$ cat src/rtl/vram_write_scheduler.sv
// Write FIFO that holds control-unit memory writes and drains them into the video memory port
// only while the renderer is not printing. Optional sticky `overflow` output with OVERFLOW_FLAG_EN.
module vram_write_scheduler #(
    parameter int unsigned ADDR_WIDTH = 14,
    parameter int unsigned DATA_WIDTH = 9,
    parameter int unsigned DEPTH_LOG2 = 2
) (
    input  logic                  clk,
    input  logic                  reset,
    input  logic                  wr_req,
    input  logic [ADDR_WIDTH-1:0] wr_address,
    input  logic [DATA_WIDTH-1:0] wr_data,
    output logic                  wr_ready,
    input  logic                  printtingScreen,
    output logic                  mem_wr,
    output logic [ADDR_WIDTH-1:0] mem_address,
    output logic [DATA_WIDTH-1:0] mem_data,
    output logic [DEPTH_LOG2:0]   pending,
    output logic                  busy
`ifdef OVERFLOW_FLAG_EN
    ,
    output logic                  overflow
`endif
);
    localparam int unsigned DEPTH = 1 << DEPTH_LOG2;
    localparam int unsigned CW    = DEPTH_LOG2 + 1;

    typedef enum logic [1:0] {S_IDLE, S_WAIT, S_DRAIN} state_e;

    state_e                  state_q, state_d;
    logic [ADDR_WIDTH-1:0]   addr_mem_q [DEPTH];
    logic [DATA_WIDTH-1:0]   data_mem_q [DEPTH];
    logic [DEPTH_LOG2-1:0]   wr_ptr_q, wr_ptr_d;
    logic [DEPTH_LOG2-1:0]   rd_ptr_q, rd_ptr_d;
    logic [CW-1:0]           pending_q, pending_d;
    logic                    mem_wr_q, mem_wr_d;
    logic [ADDR_WIDTH-1:0]   mem_address_q, mem_address_d;
    logic [DATA_WIDTH-1:0]   mem_data_q, mem_data_d;
    logic                    push_c;
    logic                    pop_c;

    assign wr_ready    = (pending_q != CW'(DEPTH));
    assign busy        = (pending_q != '0) || mem_wr_q;
    assign push_c      = wr_req && wr_ready;
    assign mem_wr      = mem_wr_q;
    assign mem_address = mem_address_q;
    assign mem_data    = mem_data_q;
    assign pending     = pending_q;

    // Next-state, pop decision and FIFO bookkeeping
    always_comb begin
        state_d       = state_q;
        pop_c         = 1'b0;
        wr_ptr_d      = wr_ptr_q;
        rd_ptr_d      = rd_ptr_q;
        pending_d     = pending_q;
        mem_wr_d      = 1'b0;
        mem_address_d = mem_address_q;
        mem_data_d    = mem_data_q;

        case (state_q)
            S_IDLE: begin
                // A fresh entry is only eligible for draining on the following edge.
                if (push_c) begin
                    state_d = printtingScreen ? S_WAIT : S_DRAIN;
                end
            end
            S_WAIT, S_DRAIN: begin
                if (printtingScreen) begin
                    state_d = S_WAIT;
                end else begin
                    pop_c = 1'b1;
                    if ((pending_q == CW'(1)) && !push_c) begin
                        state_d = S_IDLE;
                    end else begin
                        state_d = S_DRAIN;
                    end
                end
            end
            default: state_d = S_IDLE;
        endcase

        if (push_c) begin
            wr_ptr_d = wr_ptr_q + DEPTH_LOG2'(1);
        end
        if (pop_c) begin
            rd_ptr_d      = rd_ptr_q + DEPTH_LOG2'(1);
            mem_wr_d      = 1'b1;
            mem_address_d = addr_mem_q[rd_ptr_q];
            mem_data_d    = data_mem_q[rd_ptr_q];
        end
        if (push_c && !pop_c) begin
            pending_d = pending_q + CW'(1);
        end else if (pop_c && !push_c) begin
            pending_d = pending_q - CW'(1);
        end
    end

    always_ff @(posedge clk) begin
        if (!reset) begin
            state_q       <= S_IDLE;
            wr_ptr_q      <= '0;
            rd_ptr_q      <= '0;
            pending_q     <= '0;
            mem_wr_q      <= 1'b0;
            mem_address_q <= '0;
            mem_data_q    <= '0;
        end else begin
            state_q       <= state_d;
            wr_ptr_q      <= wr_ptr_d;
            rd_ptr_q      <= rd_ptr_d;
            pending_q     <= pending_d;
            mem_wr_q      <= mem_wr_d;
            mem_address_q <= mem_address_d;
            mem_data_q    <= mem_data_d;
        end
    end

    // Storage needs no reset: entries are only read behind a valid count.
    always_ff @(posedge clk) begin
        if (push_c) begin
            addr_mem_q[wr_ptr_q] <= wr_address;
            data_mem_q[wr_ptr_q] <= wr_data;
        end
    end

`ifdef OVERFLOW_FLAG_EN
    logic overflow_q;

    always_ff @(posedge clk) begin
        if (!reset) begin
            overflow_q <= 1'b0;
        end else if (wr_req && !wr_ready) begin
            overflow_q <= 1'b1;
        end
    end

    assign overflow = overflow_q;
`endif

endmodule

$ cat config.mk
export PLATFORM = sky130hd
export DESIGN_NAME = vram_write_scheduler
export DESIGN_NICKNAME = d
export VERILOG_FILES = /design/src/rtl/vram_write_scheduler.sv
export SDC_FILE = /design/constraint.sdc
export NUM_CORES = 1
export LEC_CHECK = 0
export CORE_UTILIZATION = 40
export DETAILED_ROUTE_END_ITERATION = 16
export PLACE_DENSITY = 0.7
export SYNTH_ARGS = -nofsm -noshare
export SYNTH_HDL_FRONTEND = slang
export SYNTH_SLANG_ARGS = --single-unit
$ cat constraint.sdc
create_clock -name clk -period 3 [get_ports clk]
set_input_delay 0.6 -clock clk [delete_from_list [all_inputs] [get_ports clk]]
set_output_delay 0.6 -clock clk [all_outputs]
set_load 0.01 [all_outputs]
# After elaboration in Yosys (flattened, before gate mapping)
# Memory sizes are Yosys's and may differ from the RTL's. A register that Yosys moved wholly into a read port is not among the register bits.
# Index checks and enable logic that the tools add are counted.
# classes
reduce_logical	13
n_eq_ne	5
add_sub_neg	4
mux	12
# op_table
cell	count
$mux 2	4
$mux 3	2
$mux 1	5
$add 2x1->2 const B	2
$logic_and 1x1->1	4
$logic_not 1->1	4
$pmux 2 s2	1
$add 3x1->3 const B	1
$eq 3x1->1 const B	1
$ne 3x3->1 const B	1
$reduce_bool 3->1	1
$sub 3x1->3 const B	1
$eq 2x1->1 const B	1
$eq 2x2->1 const B	1
$logic_not 2->1	1
$ne 2x2->1 const B	1
$reduce_bool 2->1	1
$reduce_or 2->1	1
$logic_or 1x1->1	1
# totals
out_inout_bits	29
register_bits	10
wordCells	41
mem_count	2
in_bits	27
mem_bits_rw	92
# mem_list
memory	depth	word_bits	rd	rd_ports_with_merged_regs	write_ports	line_no	text
addr_mem_q	4	14	1	1	1	31	logic [ADDR_WIDTH-1:0] addr_mem_q [DEPTH];
data_mem_q	4	9	1	1	1	32	logic [DATA_WIDTH-1:0] data_mem_q [DEPTH];

# Longest topological paths before layout
# Gate-level depths: netlist of run 1.
# logic_depth
ltp_word	7
ltp_mapped	7
depth_no_buf	7

# Worst setup path before layout of run 1
# Ideal clock, no wire load.
# synth_path
path_kind	flip-flop to flip-flop
start	register pending_q[0], in the netlist pending[0]
end	memory addr_mem_q[0][0] (enable)
path_stages_with_launch	5
arrival_time_ns	1.713
synth_period_minus_slack_ns	2.095
slack_ns	0.905
path_buffers	0
setup_time_ns	0.382
cell_sequence	dfxtp_1 inv_1 ha_1 a21boi_2 and2_1
# synth_via
elab_chain_len	4
# synth_rtl
item	line_no	text
from (decl)	35	logic [CW-1:0] pending_q, pending_d;
from (signal assigned)	112	pending_q <= pending_d;
$ne 3x3->1	42	assign wr_ready = (pending_q != CW'(DEPTH));
$logic_and 1x1->1	44	assign push_c = wr_req && wr_ready;
named net push_c	39	logic push_c;
$mux 1	121	if (push_c) begin
$mux 1 (not written as such)	122	addr_mem_q[wr_ptr_q] <= wr_address;
to (decl)	31	
# The timed path passes the listed nets, and every way through them passes these cells.

# Final worst setup path of run 1
# layout_path
start	register pending_q[0], in the netlist pending[0]
end	output port wr_ready
# layout_via
elab_chain_len	1
# layout_rtl
item	line_no	text
$ne 3x3->1	42	
to (decl)	13	output logic wr_ready,
# No other way between the ends.

==> results of run 1 <==
area by class of cell:
type	count	area, µm²
Timing Repair Buffer	65	663
Multi-Input combinational cell	142	1180
Clock inverter	15	233
Inverter	8	30.0
Fill cell	882	5330
Sequential cell	125	3420
Clock buffer	17	425
Tap cell	143	179
through the flow:
stage	power, µW	utilization [%]
after floorplan	2660	-
after global placement	2960	47.8
after detailed placement	2990	47.8
after CTS	5230	53.5
after global routing	5390	53.5
final	5180	53.5
flip-flops by register name (all words and copies together), names as in the netlist:
name,cells
rd_ptr_q,2
data_mem_q,36
state_q,2
mem_data,9
addr_mem_q,56
pending,3
wr_ptr_q,2
mem_address,14
mem_wr,1
kinds of logic after synthesis:
family | count (synthesis)
simple gates | 26
buf+inv | 20
compound gates | 50
xor+xnor | 5
mux | 50
flops | 125
fa+ha+maj | 11
critical path, cell delays in order (launching register included):
cell and delay [ns]:
dfxtp_1 0.41, inv_1 0.09, ha_1 0.25, nand2_1 0.08, clkdlybuf4s50_1 0.52
power by group:
group	switching [µW]	internal (µW)	total (µW)	leakage (µW)
Combinational	372	387	759	0.000848
Sequential	108	2070	2180	0.00111
Clock	750	1490	2240	0.000319
final timing paths:
check / from / end / slack (ns) / cells after the start
setup / recovery: pending[0] / wr_ready / 0.64 / 4
hold / removal: mem_address[4] / mem_address[4] / 0.45 / 1
setup reg to reg: pending[0] / addr_mem_q[0][10] / 1.01 / 5
hold reg to reg: mem_address[4] / mem_address[4] / 0.45 / 1
routing by layer:
layer	up-vias	GRT usage [%]	part of all wire (%)
li1	1253	-	-
met5	-	0	0
met3	10	4.88	3.6
met2	52	24.1	50
met1	1258	17.5	45
met4	0	5.33	1.2
placed cells by master (no fill, tap or decap), drive strengths merged, types with 2 or more instances in the layout:
cell type and count:
nand3b 2, xor2 3, nor2 8, and2 5, clkbuf 17, buf 10
bufinv 5, nand2 3, o22ai 22, or4 2, edfxtp 92, clkdlybuf4s50 55
xnor2 2, mux2i 50, inv 13, ha 11, o21ai 2, clkinv 4
dfxtp 33, a21o 22
==> impl_results.md, run 1 <==
* Slew margin rel. at a little under two fifths
* Area growth, synth to finish at 30.3%
* Post-Syn Area at roughly 4700 µm²
* Post-route ant nets at 0
* DR vias at 2573
* Adder-cell share of the synthesized area at about 3%
* WS Path Type: reg2out
* Critical-path maximum fanout at 5
* Clock Path Buffers at 2
* Post-Place Cells at 483
* Post-Place Setup Slack at about 0.59 ns
* Post-synth ARST share at 0%
* Register bit total from synthesis at about 130
* Main combinational cell family by area after synthesis: multiplexers
* Detailed-route DRC error count at 0
* Largest cells by area after synthesis: edfxtp_1, dfxtp_1, mux2i_1
* Clock sink total at roughly 130
* Final instance count without filler cells at slightly above 500
* DR pass1 iterations at 4
* Count leader, synth: edfxtp_1
* Pwr dens at around 840 nW/µm²
* Synthesized netlist cell count at ~290
* Post-Synth Simple-Gate Area at under 10%
* Mux cell area share after synthesis at roughly a tenth
* Setup TNS at 0 ns
* Period minus WS final at about 2.4 ns
* Fmax at approximately 0.42 GHz
* Crit share post-route at 78.6%
* # IOs at 56
* Final Max Tran Viols at 0
* N_diodes at 0
* Unique masters post-synth at 31
* Final instance area at between 6000 and 7000 µm²
* Final worst setup slack at between 0.6 and 0.7 ns
* Horiz. Die Dim at 111 µm
* Register area share after synthesis at 72.7%
* Tightest Pin Transition at about 0.92 ns
* Synth top area share at between 50% and 60%
* Pin count of the biggest net entering global routing at 27
* Core box area at approximately 11000 µm²
* RSZ-0062 raised after global routing: no
* Fin Clk Skew at 0.00936 ns
* GPL Wtd Cong at approximately 0.73
* Die Height at between 100 and 150 µm
* Setup crit start kind: flip-flop
* H-Tree Depth at 4
* Via-per-instance ratio at 5.00
* Top FF cell, synth: edfxtp_1
* Root Driver: clkbuf_16
* Starting Density at around two fifths
* Post-synth EDFFs at a little over 90
* MaxCap Viol Count at 0
* Worst-path clk slew at 0.06 ns
* First-pass GRT wire length at about 13000 µm
* DP HPWL at approximately 5100 µm
* Grt total ovfl at 0
* Num CTS Buffers at 17
* CTS resizes at 0
* Crit. End Element: output port
* Synth warn at 0
* Hold WS at roughly 0.45 ns
* Layout Nets at slightly below 400
* Yosys top cell by area: edfxtp_1
* Worst Path Required at 2.40 ns
* Die Area at approximately 12000 µm²
* FP Rows at 39
* Top cells by count, synth: edfxtp_1, mux2i_1, dfxtp_1, a21o_1, o22ai_1
* Final setup fails at 0
* Clk Latency, worst-skew pair at ~0.40 ns
* TritonCTS clock tree: built
* Routed len/inst at between 15 and 20 µm
* Postcts setup bufs at 0
* Post-Synth XOR/XNOR Area at less than 1%
* 1st-iter DRT viols at around 120
* Synth Net Count at 325
* Final-report hold violation count at 0
* Layout cells sized above 1 at between 10% and 20%
* Hold WC Path Type: reg2reg
* Count of input and output buffers at between 50 and 60
* Dpl cell area at between 5000 and 6000 µm²
* Pleak at ~0.0023 µW
* GRT Total Usage at roughly 15%
* Status: finished, final reports clean
* Hold-fix buffers, CTS at 0
* Synth Area in Compound Gates at under 10%
* Initial antenna violation count at 0
* Syn avg cell area at between 15 and 20 µm²
* WP data arrival at between 1.5 and 2 ns
* Vias in the first global route at 2586
* Routed wire length at 8130 µm
* Maximum vdd drop at between 0.0003 and 0.0004 V
Note: power is estimated with default switching activity, not from simulation.
==> run 2: changes to the inputs <==
PLACE_DENSITY = 0.73   (was 0.7)
clock period = 2.02 ns   (was 3 ns; I/O delays follow)
==> run 2 against run 1 <==
Count of clock-buffer cells in the layout is 4 higher. Clock power is 43% higher. Sequential share of layout area is 1.1 points lower. Combinational power is 67% higher. Core utilization is 1.1 points higher. Clock skew is 0.0034 ns lower. Hold slack hardly changed. Critical path depth is 3 lower. Cell area is 2.1% higher. Total power is 49% higher.
==> impl_results.md, run 2 (synthesized netlist as in run 1, its figures left out) <==
* Pwr dens at 1230 nW/µm² (+45%)
* Fin util at 54.6% (+1.1 points)
* Horiz. Die Dim at 111 µm (unchanged)
* Slew margin rel. at 77.9% (+40 points)
* Tightest Pin Transition at 0.327 ns (-0.597 ns)
* Most frequent cells in the layout: edfxtp_1, clkdlybuf4s50_1, mux2i_1
* Maximum vdd drop at 0.000559 V (+40%)
* Slowest cell on the critical path: clkdlybuf4s50_1
* Pin count of the biggest net entering global routing at 35 (+30%)
* Crit. End Element: output port
* Post-Place Setup Slack at 0.0315 ns (-0.554 ns)
* N_diodes at 0 (unchanged)
* Starting Density at 41.1% (unchanged)
* Worst-path clk slew at 0.05 ns (about the same)
* DP HPWL at 5430 µm (+6.0%)
* Max reg flops at 56 (unchanged)
* Status: finished, final reports clean
* Die Area at 12200 µm² (unchanged)
* Core box area at 11500 µm² (unchanged)
* Post-Place Cells at 494 (+2.3%)
* Layout cells sized above 1 at 15.9% (+3.6 points)
* Routed wire length at 8870 µm (+9.0%)
* Clk Latency, worst-skew pair at 0.41 ns (about the same)
* Vias in the first global route at 2729 (+5.5%)
* Num CTS Buffers at 17 (unchanged)
* WS Path Type: reg2out
* Count of input and output buffers at 55 (unchanged)
* DR pass1 iterations at 4 (unchanged)
* Setup crit start kind: flip-flop
* Initial antenna violation count at 0 (unchanged)
* Most common cell after layout, fill and taps aside: edfxtp_1
* Critical-path maximum fanout at 7 (+2)
* MaxCap Viol Count at 0 (unchanged)
* DR vias at 2647 (+2.9%)
* First-pass GRT wire length at 14300 µm (+7.6%)
* Routed len/inst at 16.9 µm (+6.7%)
* FP Rows at 39 (unchanged)
* GPL Wtd Cong at 0.731 (+0.55%)
* Top reg by flops: addr_mem_q
* H-Tree Depth at 4 (unchanged)
* # IOs at 56 (unchanged)
* Final setup fails at 0 (unchanged)
* Layout Nets at 408 (+2.8%)
* Dpl cell area at 5630 µm² (+2.7%)
* Hold WC Path Type: reg2reg
* RSZ-0062 raised after global routing: no
* CP delay by family, top: buffers and inverters
* Grt total ovfl at 0 (unchanged)
* Detailed-route DRC error count at 0 (unchanged)
* Period minus WS final at 1.82 ns
* TritonCTS clock tree: built
* Root Driver: clkbuf_16
* Final instance count without filler cells at 526 (+2.1%)
* Pleak at 0.00235 µW (+2.9%)
* Clock sink total at 125 (unchanged)
* Fmax at between 0.5 and 0.6 GHz
* Final-report hold violation count at 0 (unchanged)
* Hold-fix buffers, CTS at 0 (unchanged)
* 1st-iter DRT viols at 95 (-19%)
* Final instance area at 6260 µm² (+2.1%)
* CP max stage delay at 0.58 ns (+0.06 ns)
* WP data arrival at 1.41 ns (-0.35 ns)
* Final worst setup slack at 0.202 ns (-0.439 ns)
* Reg2Reg Depth at 7 (+2)
* Fin Clk Skew at 0.00600 ns (-0.00335 ns)
* Post-route ant nets at 0 (unchanged)
* Final Max Tran Viols at 0 (unchanged)
* Via-per-instance ratio at 5.03 (+0.72%)
* Worst Path Buf+Inv at 1 (-1)
* Crit share post-route at approximately 90%
* Critical path depth in cells at 1 (-3)
* CP Cell Sequence: clkdlybuf4s50_1
* Area growth, synth to finish at 33.0%
* Clock Path Buffers at 2 (unchanged)
* Die Height at 111 µm (unchanged)
* Hold path depth at 1 (unchanged)
* Worst Path Required at 1.62 ns (-0.78 ns)
* Setup TNS at 0 ns (unchanged)
* GRT Total Usage at 15.6% (+1.1 points)
[run 2: worst paths after layout]
| path | endpoint | start | slack [ns] |
|---|---|---|---|
| worst min-delay path | mem_address[1] | mem_address[1] | 0.45 |
| worst max-delay path | pending[2] | pending[2] | 0.20 |
| worst min register to register | mem_address[1] | mem_address[1] | 0.45 |
| worst max register to register | pending[2] | state_q[0] | 0.24 |
[run 2: per-stage QoR]
| step | power (µW) | hold slack (ns) |
|---|---|---|
| floorplan | 3950 | 0.463 |
| global placement | 4500 | 0.435 |
| detailed placement | 4550 | 0.438 |
| CTS | 7760 | 0.452 |
| global route | 7990 | 0.470 |
| finish | 7690 | 0.449 |
[run 2: what timing repair did]
action | CTS | global route
setup endpoints to repair | 2 | 0
setup buffers | 0 | 0
resized for setup | 5 | 0
[run 2: power breakdown]
group / internal, µW / leakage (µW) / total, µW / switching [µW]
Sequential: 3090 / 0.00111 / 3210 / 125
Clock: 2160 / 0.000303 / 3210 / 1060
Combinational: 639 / 0.000930 / 1270 / 627
[run 2: final cells by class]
cell class	instances	area, µm²
repair buffers	76	806
flip-flops and latches	125	3430
multi-input cells	142	1180
well taps	143	179
fillers	882	5200
clock buffers	21	470
inverters	8	30.0
clock inverters	11	165
[run 2: per-layer routing]
metal | up-vias | GRT usage [%] | wire length, µm
met2 | 65 | 24.8 | 4310
met3 | 9 | 5.54 | 363
met4 | 0 | 6.31 | 135
li1 | 1264 | - | -
met5 | - | 0 | 0
met1 | 1309 | 19.4 | 4060
==> run 3: changes to the inputs <==
CORE_UTILIZATION = 50   (was 40)
PLACE_DENSITY = 0.85   (was 0.73)
==> run 3 against run 2 <==
Sequential power hardly changed. Core utilization grew 12 points. Clock power is 10% lower. Fmax is 6.1% lower. Critical path type unchanged.
==> impl_results.md, run 3 (synthesized netlist as in run 1, its figures left out) <==
* TritonCTS clock tree: built
* Count of input and output buffers at 55 (unchanged)
* Horiz. Die Dim at 99.1 µm (-10%)
* Reg2Reg Depth at 7 (unchanged)
* GPL Wtd Cong at 0.747 (+2.2%)
* Starting Density at 51.2% (+10 points)
* Core box area at 9200 µm² (-20%)
* Slowest cell on the critical path: clkdlybuf4s50_1
* H-Tree Depth at 4 (unchanged)
* CP delay by family, top: buffers and inverters
* 1st-iter DRT viols at 120 (+26%)
* MaxCap Viol Count at 0 (unchanged)
* Initial antenna violation count at 0 (unchanged)
* Clk Latency, worst-skew pair at 0.52 ns (+0.11 ns)
* R2R Path End: pending[2]
* FP Rows at 35 (-10%)
* Status: finished, final reports clean
* Clock Path Buffers at 2 (unchanged)
* Most frequent cells in the layout: edfxtp_1, clkdlybuf4s50_1, mux2i_1
* FF-to-FF Start: pending[0]
* DR WL met3 at 431 µm (+19%)
* Die Area at 9810 µm² (-20%)
* Crit. End Element: output port
* Hold-fix buffers, CTS at 0 (unchanged)
* Worst Path Buf+Inv at 1 (unchanged)
* R2r setup slk at 0.19 ns (-0.05 ns)
* Critical-path maximum fanout at 7 (unchanged)
* Top reg by flops: addr_mem_q
* Hold path depth at 1 (unchanged)
* Slew margin rel. at 71.6% (-6.3 points)
* DR pass1 iterations at 4 (unchanged)
* Post-Place Setup Slack at -0.0494 ns (-0.0808 ns)
* Routed len/inst at 17.3 µm (+2.5%)
* N_diodes at 0 (unchanged)
* Hold WC Path Type: reg2reg
* Grt total ovfl at 0 (unchanged)
* Pin count of the biggest net entering global routing at 19 (-46%)
* Maximum vdd drop at 0.000780 V (+39%)
* DP HPWL at 5170 µm (-4.7%)
* Final setup fails at 0 (unchanged)
* Met2 wire length at 4570 µm (+6.0%)
* Tightest Pin Transition at 0.426 ns (+0.0989 ns)
* Worst-path clk slew at 0.05 ns (about the same)
* Fin Clk Skew at 0.0129 ns (+0.00691 ns)
* Crit share post-route at 95.9% (+5.9 points)
* CP max stage delay at 0.58 ns (about the same)
* Root Driver: clkbuf_8
* Worst Path Required at 1.62 ns (about the same)
* Pleak at 0.00231 µW (-1.5%)
* Period minus WS final at 1.94 ns (+0.119 ns)
* Met1 wire length at 3400 µm (-16%)
* Setup TNS at 0 ns (unchanged)
* WP data arrival at 1.53 ns (+0.12 ns)
* Fmax at 0.516 GHz (-6.1%)
* Via-per-instance ratio at 5.48 (+8.9%)
* First-pass GRT wire length at 13500 µm (-5.6%)
* Layout cells sized above 1 at 15.7% (-0.26 points)
* GRT Total Usage at 19.3% (+3.7 points)
* Final Max Tran Viols at 0 (unchanged)
* RSZ-0062 raised after global routing: no
* Most common cell after layout, fill and taps aside: edfxtp_1
* Hold Path End: mem_data[3]
* Vias in the first global route at 2754 (+0.92%)
* Final worst setup slack at 0.0826 ns (-0.119 ns)
* Die Height at 99.1 µm (-10%)
* Num CTS Buffers at 17 (unchanged)
* DR vias at 2707 (+2.3%)
* Area growth, synth to finish at 30.7%
* Hold path startpoint: mem_data[3]
* Setup crit start kind: flip-flop
* # IOs at 56 (unchanged)
* Max reg flops at 56 (unchanged)
* CP Cell Sequence: clkdlybuf4s50_1
* WS Path Type: reg2out
* Clock sink total at 125 (unchanged)
* Detailed-route DRC error count at 0 (unchanged)
* Post-route ant nets at 0 (unchanged)
* Pwr dens at 1200 nW/µm² (-2.4%)
* Layout Nets at 408 (unchanged)
* Fin util at 66.9% (+12 points)
* Routed wire length at 8530 µm (-3.8%)
* Final-report hold violation count at 0 (unchanged)
* Top Metal Used: met4
* Postcts setup bufs at 0 (unchanged)
run 3: cell types whose count changed in the layout (fill, tap and decap cells not counted), sizes merged:
cell      change
bufinv        -2
clkbuf        +2
clkinvlp      -1
inv           +1
run 3: cell type report:
| cell class | count | area (µm²) |
|---|---|---|
| Clock buffer | 23 | 467 |
| Fill cell | 607 | 3040 |
| Sequential cell | 125 | 3430 |
| Timing Repair Buffer | 76 | 793 |
| Multi-Input combinational cell | 142 | 1180 |
| Clock inverter | 9 | 111 |
| Inverter | 8 | 30.0 |
| Tap cell | 111 | 139 |
run 3: per-stage QoR:
step / hold slack, ns / cell area [µm²] / total power, µW / instances
floorplan: 0.463 / 4710 / 3950 / 287
global placement: 0.433 / 5570 / 4470 / 462
detailed placement: 0.438 / 5570 / 4530 / 462
CTS: 0.454 / 6150 / 7440 / 494
global route: 0.472 / 6150 / 7680 / 494
finish: 0.448 / 6150 / 7380 / 494
run 3: how the worst max path moves through the flow:
stage               startpoint         end  slack [ns]  cells past startpoint
finish              pending[2]  pending[2]        0.08                      1
global placement        wr_req  pending[2]        0.03                      6
CTS                 pending[2]  pending[2]        0.06                      1
detailed placement      wr_req  pending[2]       -0.05                      6
global route        pending[0]    wr_ready        0.01                      4
floorplan           pending[0]  pending[2]        0.10                      6
run 3: layer usage:
metal | track usage [%] | up-vias
met5 | 0 | -
met4 | 11.9 | 0
met3 | 6.17 | 13
met2 | 32.7 | 85
met1 | 21.1 | 1338
li1 | - | 1271
run 3: power breakdown:
part | internal [µW] | switching, µW | leakage, µW
Clock | 1850 | 1040 | 0.000279
Combinational | 638 | 611 | 0.000919
Sequential | 3090 | 148 | 0.00111
Total | 5580 | 1800 | 0.00231
run 3: what timing repair did:
item                       4_1_cts  5_1_grt
pin swaps                        0        0
setup endpoints to repair        2        1
resized for setup                4        1
